--- config.mk ---
export PLATFORM = sky130hd
export DESIGN_NAME = miriscv_mem_arbiter
export DESIGN_NICKNAME = d
export VERILOG_FILES = /design/src/rtl/miriscv_pkg.sv /design/src/rtl/miriscv_arb_src_fifo.sv /design/src/rtl/miriscv_mem_arbiter.sv
export SDC_FILE = /design/constraint.sdc
export NUM_CORES = 1
export LEC_CHECK = 0
export ABC_AREA = 1
export BUFFER_PORTS_ARGS = -buffer_cell sky130_fd_sc_hd__buf_2
export CORE_AREA = 2 2 108 110
export DETAILED_ROUTE_END_ITERATION = 8
export DIE_AREA = 0 0 110 112
export GPL_TIMING_DRIVEN = 0
export SLEW_MARGIN = 20
export SYNTH_ARGS = -nofsm -noshare
export SYNTH_HDL_FRONTEND = slang
export SYNTH_HIERARCHICAL = 1
export SYNTH_SLANG_ARGS = --single-unit
--- constraint.sdc ---
create_clock -name clk_i -period 2.1 [get_ports clk_i]
set_clock_uncertainty 0.2 [all_clocks]
set_input_delay 0.315 -clock clk_i [delete_from_list [all_inputs] [get_ports clk_i]]
set_output_delay 0.315 -clock clk_i [all_outputs]
set_load 0.03 [all_outputs]
--- src/rtl/miriscv_pkg.sv ---
// Shared types for the miriscv memory arbiter: XLEN and the requester ID.
`default_nettype none

package miriscv_pkg;

  localparam int XLEN = 32;

  typedef enum logic {
    SRC_INSTR = 1'b0,
    SRC_DATA  = 1'b1
  } arb_src_e;

  function automatic arb_src_e other_src(input arb_src_e s);
    return (s == SRC_DATA) ? SRC_INSTR : SRC_DATA;
  endfunction

endpackage

`default_nettype wire

--- src/rtl/miriscv_arb_src_fifo.sv ---
// miriscv_arb_src_fifo: DEPTH-entry FIFO of requester IDs, one per in-flight transaction.
`default_nettype none

module miriscv_arb_src_fifo
  import miriscv_pkg::*;
#(
  parameter int DEPTH = 2
) (
  input  logic     clk_i,
  input  logic     arstn_i,
  input  logic     push,
  input  arb_src_e push_src,
  input  logic     pop,
  output arb_src_e head,
  output logic     full,
  output logic     empty
);

  localparam int PTR_W = (DEPTH > 1) ? $clog2(DEPTH) : 1;
  localparam int CNT_W = $clog2(DEPTH + 1);

  typedef logic [PTR_W-1:0] ptr_t;
  typedef logic [CNT_W-1:0] cnt_t;

  localparam ptr_t PTR_LAST = ptr_t'(DEPTH - 1);
  localparam cnt_t CNT_FULL = cnt_t'(DEPTH);

  arb_src_e store_q [DEPTH];
  ptr_t     wr_ptr_q;
  ptr_t     rd_ptr_q;
  cnt_t     count_q;
  logic     do_push;
  logic     do_pop;

  // Explicit wrap so non-power-of-two depths would still behave.
  function automatic ptr_t ptr_inc(input ptr_t p);
    return (p == PTR_LAST) ? '0 : ptr_t'(p + 1'b1);
  endfunction

  assign full    = (count_q == CNT_FULL);
  assign empty   = (count_q == '0);
  assign head    = store_q[rd_ptr_q];
  assign do_push = push & ~full;
  assign do_pop  = pop & ~empty;

  always_ff @(posedge clk_i or negedge arstn_i) begin
    if (!arstn_i) begin
      for (int i = 0; i < DEPTH; i++) begin
        store_q[i] <= SRC_INSTR;
      end
      wr_ptr_q <= '0;
      rd_ptr_q <= '0;
      count_q  <= '0;
    end else begin
      if (do_push) begin
        store_q[wr_ptr_q] <= push_src;
        wr_ptr_q          <= ptr_inc(wr_ptr_q);
      end
      if (do_pop) begin
        rd_ptr_q <= ptr_inc(rd_ptr_q);
      end
      case ({do_push, do_pop})
        2'b10:   count_q <= count_q + 1'b1;
        2'b01:   count_q <= count_q - 1'b1;
        default: count_q <= count_q;
      endcase
    end
  end

endmodule

`default_nettype wire

--- src/rtl/miriscv_mem_arbiter.sv ---
// miriscv_mem_arbiter: shares one memory port between fetch and LSU, routes in-order responses back.
// Optional MIRISCV_ARB_RR_EN selects round-robin instead of fixed data-over-instr priority.
`default_nettype none

module miriscv_mem_arbiter
  import miriscv_pkg::*;
#(
  parameter int MAX_OUTST = 2
) (
  input  logic            clk_i,
  input  logic            arstn_i,

  input  logic            instr_req_i,
  input  logic [XLEN-1:0] instr_addr_i,
  output logic            instr_gnt_o,
  output logic            instr_rvalid_o,
  output logic [XLEN-1:0] instr_rdata_o,

  input  logic            data_req_i,
  input  logic            data_we_i,
  input  logic [3:0]      data_be_i,
  input  logic [XLEN-1:0] data_addr_i,
  input  logic [XLEN-1:0] data_wdata_i,
  output logic            data_gnt_o,
  output logic            data_rvalid_o,
  output logic [XLEN-1:0] data_rdata_o,

  output logic            mem_req_o,
  output logic            mem_we_o,
  output logic [3:0]      mem_be_o,
  output logic [XLEN-1:0] mem_addr_o,
  output logic [XLEN-1:0] mem_wdata_o,
  input  logic            mem_gnt_i,
  input  logic            mem_rvalid_i,
  input  logic [XLEN-1:0] mem_rdata_i,

  output logic            arb_err_o
);

  arb_src_e sel;
  arb_src_e lock_src_q;
  logic     lock_q;
  logic     lock_hold;
  logic     mem_grant;
  logic     rsp_ok;
  arb_src_e fifo_head;
  logic     fifo_full;
  logic     fifo_empty;
  logic     err_q;

`ifdef MIRISCV_ARB_RR_EN
  arb_src_e last_src_q;

  always_ff @(posedge clk_i or negedge arstn_i) begin
    if (!arstn_i) begin
      last_src_q <= SRC_INSTR;
    end else if (mem_grant) begin
      last_src_q <= sel;
    end
  end
`endif

  // A request presented but not yet accepted pins its source until granted or withdrawn.
  assign lock_hold = lock_q & ((lock_src_q == SRC_DATA) ? data_req_i : instr_req_i);

  always_comb begin
    sel = SRC_INSTR;
    if (lock_hold) begin
      sel = lock_src_q;
    end else if (instr_req_i && data_req_i) begin
`ifdef MIRISCV_ARB_RR_EN
      sel = other_src(last_src_q);
`else
      sel = SRC_DATA;
`endif
    end else if (data_req_i) begin
      sel = SRC_DATA;
    end
  end

  assign mem_req_o = (instr_req_i | data_req_i) & ~fifo_full;
  assign mem_grant = mem_req_o & mem_gnt_i;

  always_comb begin
    mem_we_o    = 1'b0;
    mem_be_o    = 4'h0;
    mem_addr_o  = '0;
    mem_wdata_o = '0;
    if (mem_req_o) begin
      if (sel == SRC_DATA) begin
        mem_we_o    = data_we_i;
        mem_be_o    = data_be_i;
        mem_addr_o  = data_addr_i;
        mem_wdata_o = data_wdata_i;
      end else begin
        mem_be_o    = 4'hF;
        mem_addr_o  = instr_addr_i;
      end
    end
  end

  assign instr_gnt_o = mem_grant & (sel == SRC_INSTR);
  assign data_gnt_o  = mem_grant & (sel == SRC_DATA);

  always_ff @(posedge clk_i or negedge arstn_i) begin
    if (!arstn_i) begin
      lock_q     <= 1'b0;
      lock_src_q <= SRC_INSTR;
    end else begin
      lock_q     <= mem_req_o & ~mem_gnt_i;
      lock_src_q <= sel;
    end
  end

  miriscv_arb_src_fifo #(
    .DEPTH (MAX_OUTST)
  ) u_src_fifo (
    .clk_i    (clk_i),
    .arstn_i  (arstn_i),
    .push     (mem_grant),
    .push_src (sel),
    .pop      (mem_rvalid_i),
    .head     (fifo_head),
    .full     (fifo_full),
    .empty    (fifo_empty)
  );

  // Responses route straight through from the FIFO head with no added latency.
  assign rsp_ok         = mem_rvalid_i & ~fifo_empty;
  assign instr_rvalid_o = rsp_ok & (fifo_head == SRC_INSTR);
  assign data_rvalid_o  = rsp_ok & (fifo_head == SRC_DATA);
  assign instr_rdata_o  = instr_rvalid_o ? mem_rdata_i : '0;
  assign data_rdata_o   = data_rvalid_o ? mem_rdata_i : '0;

  always_ff @(posedge clk_i or negedge arstn_i) begin
    if (!arstn_i) begin
      err_q <= 1'b0;
    end else if (mem_rvalid_i && fifo_empty) begin
      err_q <= 1'b1;
    end
  end

  assign arb_err_o = err_q;

endmodule

`default_nettype wire

==> reports/summary.txt <==
status - finished, violations left
violated checks - negative setup slack
most area-consuming cells after synthesis - nor2_1, nand2_1, inv_1
Sw Share - 54.6%
Yosys cell types - 22
clk sink count - 9
DR vias/cell - 4.28
dpl cells - 847
Data required, critical path - 1.58 ns
antenna violations before repair - 0
Final ANT Viol Nets - 0
post-layout min period - 2.10 ns
Leak - 2.93 nW
Die H - 112 um
peak supply drop - 0.000683 V
fin cells - 868
die width - 110 um
# port buffers - 276
setup TNS - -0.00622 ns
share of post-route cells with drive strength above 1 - 56.7%
share of the synthesized area in the top cell type - 24.7%
Achievable Freq - 475 MHz
Slew @ Worst Pin - 0.542 ns
clk slew on worst S/H paths - 0.04 ns
final worst slack - -0.00464 ns
Die ar. - 0.0123 mm^2
CTS tree - done
Global Route Usage Sum - 15.0%
list of most frequent post-synthesis cells - nor2_1, nand2_1, inv_1
Vias - 3713
hpwl dp - 8460 um
Max Root-Sink Buffers - 2
final hold slack - 0.0655 ns
CP arrival - 1.59 ns
top-count cell post-synth - nor2_1
Worst Path Buf+Inv - 4
final hold viol count - 0
slew margin rel. - 63.9%
insertion delay to the later sink of the worst-skew pair - 0.23 ns
I/O pin count - 278
RSZ-0062 raised after global routing - true
total congestion overflow - 0
Metal-1 WL - 4410 um
critical path class - register to output pin
# H-tree levels - 1
CP endpoint kind - output pin
RePlAce Congestion - 0.829
Psw - 2.84 mW
WL/cell - 13.3 um
crit-path leading delay family - buffers and inverters
drt pass-1 iters - 4
Initial Utilization - 17.8%
Syn Inst Count - 428
Yosys reg bits - 9
Crit-path slowest cell - dfrtp_1
Clock power frac - 6.5%
vias in the first global route - 3249
ANT cells - 0
met2 routed wirelength - 6180 um
worst path cell trace - nand2_4 > inv_4 > nor2_4 > buf_8 > buf_8 > nand2_2 > nor2_2 > buf_6
total CTS buffers - 3
combinational fraction of design power - 88.0%
drt total wl - 11500 um
Design Area, Final - 0.00489 mm^2
Int Pwr - 2.37 mW
number of cell rows - 39
Nets - 866
Sequential Power Share - 5.5%
first-pass GRT wire length - 14900 um
Area after DPL - 0.00355 mm^2
Hold Path Class - input pin to register
Power Density - 1070 mW/mm^2
Yosys top cell by area - nor2_1
Startpoint Class - register
synthesized area - 0.00199 mm^2
fillers - 1173
maximum capacitance violations - 0
Crit Path Max Fanout - 7
met3 routed WL - 865 um
yosys warns - 6
Synth Flop Type - dfrtp_1
Syn Nets - 568
CTS root buf - clkbuf_16
highest layer used for signal routing - met4
Post-synth EDFFs - 0
ys async rst share - 100%
Seq/Total Area, Yosys - 11.3%
CP peak stage delay - 0.42 ns
initial DRC count - 156
post-synthesis area per instance - 4.66 um^2
pin count of the biggest net entering global routing - 11
Final setup viols - 3
Slew Limit Fails - 0
part of the cycle the worst path needs - 100%
Layout area overhead - 145%
core region area - 0.0112 mm^2
most used cell along the critical path - buf_8
# DRC - 0
## cells in the final DEF (no fill, tap or decap), types with 7 or more instances in the layout
master,n
clkbuf_4,7
inv_1,77
a21oi_1,29
clkbuf_16,7
buf_6,60
nor2_2,19
nor2_1,78
dfrtp_1,9
nand2_1,68
buf_2,172
buf_4,61
nand2_2,19
nand3_1,36
nor2_4,36
## worst paths after layout
path,start,to,slack [ns],cells after the start
max,u_src_fifo/count_q[1],mem_addr_o[20],-0.005,8
min,mem_gnt_i,lock_q,0.07,2
max reg2reg,u_src_fifo/count_q[1],u_src_fifo/count_q[1],0.09,12
min reg2reg,arb_err_o,arb_err_o,0.24,1
max in group asynchronous,arstn_i,arb_err_o,1.25,2
min in group asynchronous,arstn_i,u_src_fifo/rd_ptr_q,0.27,2
## sequential cells by signal, summed over array words and instances, names as in the netlist
name,cells
lock_q,1
u_src_fifo/store_q,2
arb_err_o,1
u_src_fifo/wr_ptr_q,1
u_src_fifo/rd_ptr_q,1
u_src_fifo/count_q,2
lock_src_q,1
## metrics by stage
stage	utilization, %	power (mW)	setup slack, ns
after CTS	35.5	4.13	-0.00436
after global placement	31.8	3.35	-0.118
final	43.7	5.21	-0.00464
after global routing	43.7	5.52	-0.0669
after detailed placement	31.8	3.36	-0.114
after floorplan	-	2.43	0.0936
## layer usage
metal	track usage [%]	vias to the layer above
li1	-	1858
met1	16.5	1670
met5	0	-
met4	2.62	0
met3	1.52	10
met2	30.2	175
## repair_timing
| action | 4_1_cts | 5_1_grt |
|---|---|---|
| gates resized for setup | 97 | 298 |
| pin swaps | 4 | 24 |
| endpoints found under the hold margin | 9 | 0 |
| endpoints found under the setup margin | 131 | 117 |
| gates cloned | 2 | 4 |
| hold buffers | 1 | 0 |
| setup buffers | 5 | 5 |
## kinds of logic (layout without fill, tap and decap cells)
kind of cell    Yosys count  after routing  share of synthesized area (%)
compound gates           33             33                           8.41
xor+xnor                  1              1                          0.439
fa+ha+maj                 1              1                          0.627
buf+inv                 114            411                           23.4
flops                     9              9                           11.3
simple gates            270            270                           55.8
## area by class of cell
cell class,instances,area [um^2],share of cell area [%]
Inverter,83,314,6.43
Timing Repair Buffer,293,2070,42.5
Buffer,31,305,6.25
Sequential cell,9,225,4.61
Tap cell,143,179,3.66
Clock buffer,4,78.8,1.61
Multi-Input combinational cell,305,1710,35.0
## power groups by stage
stage               Sequential, mW  Clock [mW]  Combinational, mW
detailed placement           0.292           0               3.06
global route                 0.298       0.356               4.86
floorplan                    0.282           0               2.15
global placement             0.291           0               3.06
finish                       0.289       0.339               4.58
CTS                          0.288       0.345               3.50
(Power assumes the default switching activity.)
